[src/rtl/reg_nand_pipe.sv]
`default_nettype none
// =============================================================================
// Module  : reg_nand_pipe
// Brief   : Valid/ready NAND pipeline: capture stage + DEPTH output stages.
//           Optional macro REG_NAND_PIPE_CNT_EN adds a saturating xfer_cnt.
// Revision: 1.0  initial release
// =============================================================================
module reg_nand_pipe #(
  parameter int WIDTH = 1,
  parameter int DEPTH = 3
) (
  input  logic             clk,
  input  logic             rst_n,
  input  logic             in_valid,
  output logic             in_ready,
  input  logic [WIDTH-1:0] in1,
  input  logic [WIDTH-1:0] in2,
  output logic             out_valid,
  input  logic             out_ready,
  output logic [WIDTH-1:0] out
`ifdef REG_NAND_PIPE_CNT_EN
  ,
  output logic [15:0]      xfer_cnt
`endif
);

  logic [WIDTH-1:0] r_a0;
  logic [WIDTH-1:0] r_binv0;
  logic [WIDTH-1:0] r_data [1:DEPTH];
  logic [DEPTH:0]   r_valid;
  logic [DEPTH:0]   w_adv;
  logic [WIDTH-1:0] w_nand;
  logic             w_accept;

  // Stage k moves on when downstream is empty or moving too; resolved from the output back.
  always_comb begin
    w_adv        = '0;
    w_adv[DEPTH] = r_valid[DEPTH] & out_ready;
    for (int k = DEPTH - 1; k >= 0; k--) begin
      w_adv[k] = r_valid[k] & (~r_valid[k+1] | w_adv[k+1]);
    end
  end

  assign in_ready  = ~r_valid[0] | w_adv[0];
  assign w_accept  = in_valid & in_ready;
  assign w_nand    = ~(r_a0 & ~r_binv0);
  assign out       = r_data[DEPTH];
  assign out_valid = r_valid[DEPTH];

  always_ff @(posedge clk or negedge rst_n) begin
    if (!rst_n) begin
      r_a0    <= '0;
      r_binv0 <= '0;
      r_valid <= '0;
      for (int k = 1; k <= DEPTH; k++) begin
        r_data[k] <= '0;
      end
    end else begin
      if (w_accept) begin
        r_a0       <= in1;
        r_binv0    <= ~in2;
        r_valid[0] <= 1'b1;
      end else if (w_adv[0]) begin
        r_valid[0] <= 1'b0;
      end

      if (w_adv[0]) begin
        r_data[1]  <= w_nand;
        r_valid[1] <= 1'b1;
      end else if (w_adv[1]) begin
        r_valid[1] <= 1'b0;
      end

      for (int k = 2; k <= DEPTH; k++) begin
        if (w_adv[k-1]) begin
          r_data[k]  <= r_data[k-1];
          r_valid[k] <= 1'b1;
        end else if (w_adv[k]) begin
          r_valid[k] <= 1'b0;
        end
      end
    end
  end

`ifdef REG_NAND_PIPE_CNT_EN
  logic [15:0] r_cnt;

  always_ff @(posedge clk or negedge rst_n) begin
    if (!rst_n) begin
      r_cnt <= '0;
    end else if (w_adv[DEPTH] && (r_cnt != 16'hFFFF)) begin
      r_cnt <= r_cnt + 16'd1;
    end
  end

  assign xfer_cnt = r_cnt;
`endif

endmodule
`default_nettype wire

[config.mk]
export PLATFORM = sky130hd
export DESIGN_NAME = reg_nand_pipe
export DESIGN_NICKNAME = d
export VERILOG_FILES = /design/src/rtl/reg_nand_pipe.sv
export SDC_FILE = /design/constraint.sdc
export NUM_CORES = 1
export LEC_CHECK = 0
export CAP_MARGIN = 40
export CORE_AREA = 2 2 39 41
export CTS_BUF_LIST = sky130_fd_sc_hd__clkbuf_4 sky130_fd_sc_hd__clkbuf_8
export DETAILED_ROUTE_END_ITERATION = 8
export DIE_AREA = 0 0 41 43
export GPL_TIMING_DRIVEN = 0
export PLACE_DENSITY = 0.56
export SLEW_MARGIN = 10
export SYNTH_ARGS = -nofsm -noshare
export SYNTH_HDL_FRONTEND = slang
export SYNTH_SLANG_ARGS = --single-unit
[constraint.sdc]
create_clock -name clk -period 2.33 [get_ports clk]
set_input_delay 0.466 -clock clk [delete_from_list [all_inputs] [get_ports clk]]
set_output_delay 0.466 -clock clk [all_outputs]
set_load 0.1 [all_outputs]
==> results by group, run 1 <==
Route
  • Routed WL: 641 microns
  • Drt via density: 4.29
  • Starting DRT DRC Count: 3
  • WL/cell: 10.9 microns
  • Drc violations: 0
  • Detailed-route via count: 253
  • Antenna-violating nets left: 0
  • Drt first pass iters: 2

Layout
  • Layout area overhead: 46.7%
  • Post-layout util: 40.3%
  • Commonest non-fill, non-tap cell in the layout: dfrtp_1
  • Fillers: 138
  • Area of the multi-input gates: 148 sq um
  • Layout cells sized above 1: 27.9%
  • Diode count: 0
  • Commonest cells after routing, fill and taps aside: dfrtp_1 (9), clkdlybuf4s50_1 (7), nand2b_1 (4), clkbuf_4 (4), nand2_1 (3)
  • Fin nets: 50
  • Register area: 225 sq um

Power and ir drop
  • Pwr/cell area: 944 nW/um^2
  • VDD IR max: 341 uV
  • Static leakage: 0.241 nW
  • Power Total: 0.000527 W

Global routing
  • Largest net degree at the start of global routing: 10
  • GRT Total Usage: 9.52%
  • First-pass GRT wire length: 1060 microns
  • Initial antenna violation count: 0
  • Vias in the first global route: 283
  • Remaining global-route overflow: 0

Synthesis
  • Post-Synth XOR/XNOR Area: 0%
  • Adder-Cell Fraction of Synth Area: 0%
  • Syn Inst Count: 28
  • Syn Nets: 34
  • Post-Synth Simple-Gate Area: 19.4%
  • Yosys cell types: 13
  • Synthesized flop and latch total: 9
  • Syn Area/Cell: 13.6 sq um
  • Mux share of post-synthesis cell area: 11.5%
  • Post-synthesis sequential area ratio: 59.2%
  • Syn Std Cell Area: 380 sq um
  • Synth warn: 0
  • Main combinational cell family by area after synthesis: simple AND/OR/NAND/NOR gates
  • Synth Area in Compound Gates: 7.89%

Setup path
  • Req. time, crit path: 1.86 ns
  • Reg-to-reg startpoint: r_valid[3]$_DFFE_PN0P_
  • Endpoint class of the critical path: output pin
  • CP Class: in -> out
  • CP Launch Point: out_ready
  • Critical path arrival: 1.56 ns
  • Crit Path Max Fanout: 3
  • Element type at the critical path start: input pin

Floorplan
  • Initial core utilization: 27.5%
  • DIE HEIGHT: 43 microns
  • Io pins: 9
  • Die Footprint: 1760 sq um
  • DIE WIDTH: 41 microns
  • Site Rows: 14
  • Core region area: 1380 sq um

Clock tree
  • CTS sink count: 9
  • Hold Buf Count CTS: 0
  • Worst-path clk slew: 0.06 ns
  • CTS Buf Count: 3
  • Clk Latency, worst-skew pair: 0.26 ns
  • H-tree levels: 1
  • CTS tree: yes
  • Clock Path Buffers: 2
  • Root Driver: clkbuf_4

STA
  • Rel. slew slack: 72.8%
  • Worst-Margin Slew: 0.406 ns
  • Setup Viol. Count Final: 0
  • Slew Limit Fails: 0
  • Final period utilization: 86.9%
  • Final Hold Fails: 0
  • Max Freq: 494 MHz
  • Unrepaired setup endpoints after global routing: no
  • Post-route minimum period: 2.02 ns
  • Worst Skew: 0.00431 ns

Placement
  • Global placer's final weighted congestion: 0.606
  • IO buf count: 8

Status
  • Outcome: finished, final reports clean

Worst hold path
  • Class of the worst hold path: in -> async

Flow run
  • Max-cap violation count: 0
power breakdown:
group          total (W)  internal [W]  switching, W  leakage [nW]
Combinational   0.000193     0.0000811      0.000112         0.127
Clock           0.000130     0.0000775     0.0000527        0.0184
Sequential      0.000204      0.000185     0.0000183        0.0956
Total           0.000527      0.000344      0.000183         0.241
what timing repair did:
action / in CTS / in global routing
setup buffers: 1 / 0
hold endpoints to repair: 0 / 0
gates resized for setup: 1 / 0
endpoints found under the setup margin: 1 / 0
layer usage:
metal | GRT usage [%] | share of wire, %
met5 | 0 | 0
met4 | 8.00 | 0
met3 | 3.66 | 10
met2 | 12.5 | 48
met1 | 11.6 | 42
kinds of logic after synthesis:
kind of cell           Yosys count
buffers and inverters            2
and+or+nand+nor                 10
AOI/OAI and AO/OA                3
muxes                            4
DFF                              9
registers in the layout (all words and copies together) (netlist names):
name and count:
r_valid 4, r_data 2, out 1, r_a0 1
r_binv0 1
through the flow:
step           setup slack [ns]  TNS [ns]  area [sq um]  cells  hold slack [ns]
2_1_floorplan            0.0300         0           380     28            0.170
3_3_place_gp             -0.536    -0.536           480     52            0.477
3_5_place_dp             -0.160    -0.160           526     55            0.486
4_1_cts                   0.307         0           558     59            0.500
5_1_grt                   0.278         0           558     59            0.534
6_report                  0.306         0           558     59            0.501
worst paths after layout:
check / depth (start not counted) / slack [ns] / end
worst max-delay path: 4 / 0.31 / in_ready
worst min-delay path: 1 / 0.50 / out$_DFFE_PN0P_
worst max register to register: 4 / 1.03 / r_a0$_DFFE_PN0P_
worst min register to register: 1 / 0.50 / r_data[1]$_DFFE_PN0P_
max in group asynchronous: 1 / 1.54 / r_valid[2]$_DFFE_PN0P_
min in group clk: 1 / 0.50 / r_data[1]$_DFFE_PN0P_
cell usage after synthesis (all sizes together):
library cell,count,area [sq um]
dfrtp,9,225
nand2b,4,25.0
mux2,3,33.8
nand2,3,11.3
inv,2,7.51
a21oi,1,5.00
a41oi,1,8.76
mux2i,1,10.0
nand3b,1,7.51
nand4b,1,23.8
o21ai,1,16.3
or2,1,6.26
worst max-delay path: stages:
cell	delay, ns
clkdlybuf4s50_1	0.45
nand4b_4	0.19
or2_1	0.27
buf_12	0.18
final cells by class:
type                            count  area share, %
Inverter                            2           1.35
Multi-Input combinational cell     17           26.5
Sequential cell                     9           40.4
Tap cell                           16           3.59
Clock buffer                        4           5.38
Timing Repair Buffer               11           22.9
(Power assumes the default switching activity.)
==> run 2: changes to the inputs <==
Settings changed: ABC_CLOCK_PERIOD_IN_PS set to 2500, GPL_ROUTABILITY_DRIVEN set to 0.
Clock period 2.33 ns to 2.5 ns, I/O delays scaled along.
==> results of run 2 <==
The final DEF is identical to that of run 1. Status: finished, final reports clean.
Among the figures that moved: setup slack after placement -0.160 ns -> -0.0585 ns; setup slack after layout 0.306 ns -> 0.408 ns; register-to-register setup slack 1.03 ns -> 1.20 ns; total power 0.000527 W -> 0.000491 W; worst IR drop on VDD 341 uV -> 318 uV
==> run 3: changes to the inputs <==
Settings changed: ABC_CLOCK_PERIOD_IN_PS 2500 to 2050.
Clock period 2.5 ns to 2.05 ns, I/O delays scaled along.
==> results by group, run 3 (same netlist as run 1, synthesis figures left out) <==
Clock tree
  • Root Driver: clkbuf_4
  • CTS Buf Count: 3 (unchanged)
  • Clock Path Buffers: 2 (unchanged)
  • H-tree levels: 1 (unchanged)
  • Worst-path clk slew: 0.06 ns (about the same)
  • CTS tree: yes
  • Hold Buf Count CTS: 0 (unchanged)
  • CTS sink count: 9 (unchanged)
  • Clk Latency, worst-skew pair: 0.26 ns (about the same)

Floorplan
  • Core region area: 1380 sq um (unchanged)
  • DIE WIDTH: 41 microns (unchanged)
  • DIE HEIGHT: 43 microns (unchanged)
  • Die Footprint: 1760 sq um (unchanged)
  • Site Rows: 14 (unchanged)
  • Io pins: 9 (unchanged)
  • Initial core utilization: 27.5% (unchanged)

Power and ir drop
  • Pwr/cell area: 1070 nW/um^2
  • Int Pwr: 0.000391 W
  • Reg power frac: 38.7% (about the same)
  • Switching pwr: 0.000206 W
  • Switching part of the total: 34.5%
  • Static leakage: 0.241 nW (-0.21%)
  • Combinational cell fraction of total power: 36.6% (about the same)
  • Clock power share: 24.6% (about the same)
  • VDD IR max: 388 uV
  • Power Total: 0.000598 W

STA
  • Setup ws final: 0.139 ns
  • Max Freq: 523 MHz
  • Final period utilization: 93.2%
  • Worst-Margin Slew: 0.410 ns (+0.00344 ns)
  • Unrepaired setup endpoints after global routing: no
  • WHS: 0.449 ns (-0.0518 ns)
  • Post-route minimum period: 1.91 ns
  • Slew Limit Fails: 0 (unchanged)
  • Setup Viol. Count Final: 0 (unchanged)
  • Final Hold Fails: 0 (unchanged)
  • Rel. slew slack: 72.6% (-0.23 points)
  • Worst Skew: 0.00196 ns (-0.00235 ns)

Layout
  • Register area: 226 sq um (+0.56%)
  • Layout cells sized above 1: 30.2% (+2.3 points)
  • Biggest register: r_valid
  • Max FFs per register: 4 (unchanged)
  • Commonest cells after routing, fill and taps aside: dfrtp_1 (8), clkdlybuf4s50_1 (7), nand2b_1 (4), clkbuf_4 (4), nand2_1 (3)
  • Area of the multi-input gates: 148 sq um (unchanged)
  • Fin nets: 50 (unchanged)
  • Biggest regs: r_valid (4), r_data (2)
  • Fillers: 134 (-2.9%)
  • Post-layout util: 40.4% (+0.090 points)
  • Diode count: 0 (unchanged)
  • Commonest non-fill, non-tap cell in the layout: dfrtp_1
  • Layout area overhead: 47.0%

Global routing
  • First-pass GRT wire length: 1020 microns (-3.9%)
  • Remaining global-route overflow: 0 (unchanged)
  • GRT Total Usage: 9.32% (-0.20 points)
  • Vias in the first global route: 273 (-3.5%)
  • Largest net degree at the start of global routing: 10 (unchanged)
  • Initial antenna violation count: 0 (unchanged)

Route
  • Drt via density: 4.36 (+1.6%)
  • Routed WL: 593 microns (-7.5%)
  • Drc violations: 0 (unchanged)
  • Antenna-violating nets left: 0 (unchanged)
  • Detailed-route via count: 257 (+1.6%)
  • Drt first pass iters: 2 (unchanged)
  • WL/cell: 10.1 microns (-7.5%)
  • Starting DRT DRC Count: 3 (unchanged)

Setup path
  • Crit Path Max Fanout: 3 (unchanged)
  • CP Class: in -> out
  • Req. time, crit path: 1.64 ns
  • Critical path arrival: 1.50 ns
  • R2R cell count: 4 (unchanged)
  • Reg-to-reg startpoint: r_valid[2]$_DFFE_PN0P_
  • Endpoint class of the critical path: output pin
  • Element type at the critical path start: input pin
  • R2R setup slack: 0.77 ns
  • RR Endpoint: r_a0$_DFFE_PN0P_

Flow run
  • Max-cap violation count: 0 (unchanged)

Placement
  • IO buf count: 8 (unchanged)
  • Pre-CTS setup slack: -0.343 ns

Worst hold path
  • Class of the worst hold path: in -> async

Status
  • Outcome: finished, final reports clean
## run 3: what timing repair did
item | in CTS | in global routing
setup buffers | 1 | 0
gates resized for setup | 1 | 0
endpoints found under the setup margin | 1 | 0
## run 3: worst max path at each step
stage / from / endpoint / slack [ns] / depth (start not counted)
floorplan: r_valid[3]$_DFFE_PN0P_ / in_ready / 0.09 / 2
global placement: out_ready / in_ready / -0.70 / 4
detailed placement: out_ready / in_ready / -0.34 / 5
CTS: out_ready / in_ready / 0.13 / 4
global route: out_ready / in_ready / 0.1 / 4
finish: out_ready / in_ready / 0.14 / 4
## run 3: layer usage
metal | wire, microns | up-vias | track usage [%] | part of all wire (%)
li1 | - | 124 | - | -
met1 | 239 | 122 | 10.3 | 40
met2 | 302 | 11 | 12.5 | 51
met3 | 51 | 0 | 4.71 | 8.6
met4 | 0 | 0 | 8.00 | 0
met5 | 0 | - | 0 | 0
## run 3: stage by stage
step | std cells | cell area (sq um) | setup TNS, ns
finish | 59 | 559 | 0
global route | 59 | 559 | 0
CTS | 59 | 559 | 0
detailed placement | 55 | 527 | -0.343
global placement | 52 | 482 | -0.703
floorplan | 28 | 382 | 0
## run 3: power groups by stage
| stage | Clock [W] | Sequential (W) | Combinational [W] |
|---|---|---|---|
| final | 0.000147 | 0.000232 | 0.000219 |
| after global routing | 0.000167 | 0.000236 | 0.000230 |
| after CTS | 0.000157 | 0.000232 | 0.000221 |
| after detailed placement | 0 | 0.000236 | 0.000218 |
| after global placement | 0 | 0.000233 | 0.000178 |
| after floorplan | 0 | 0.000306 | 0.0000606 |
## run 3: worst max-delay path, cell delays in order
cell	delay, ns
clkdlybuf4s50_1	0.45
nand4b_4	0.19
or2_1	0.27
buf_12	0.18
## run 3: layout make-up
class / instances / area share, %
Clock buffer: 4 / 5.37
Inverter: 2 / 1.34
Multi-Input combinational cell: 17 / 26.4
Sequential cell: 9 / 40.5
Tap cell: 16 / 3.58
Timing Repair Buffer: 11 / 22.8
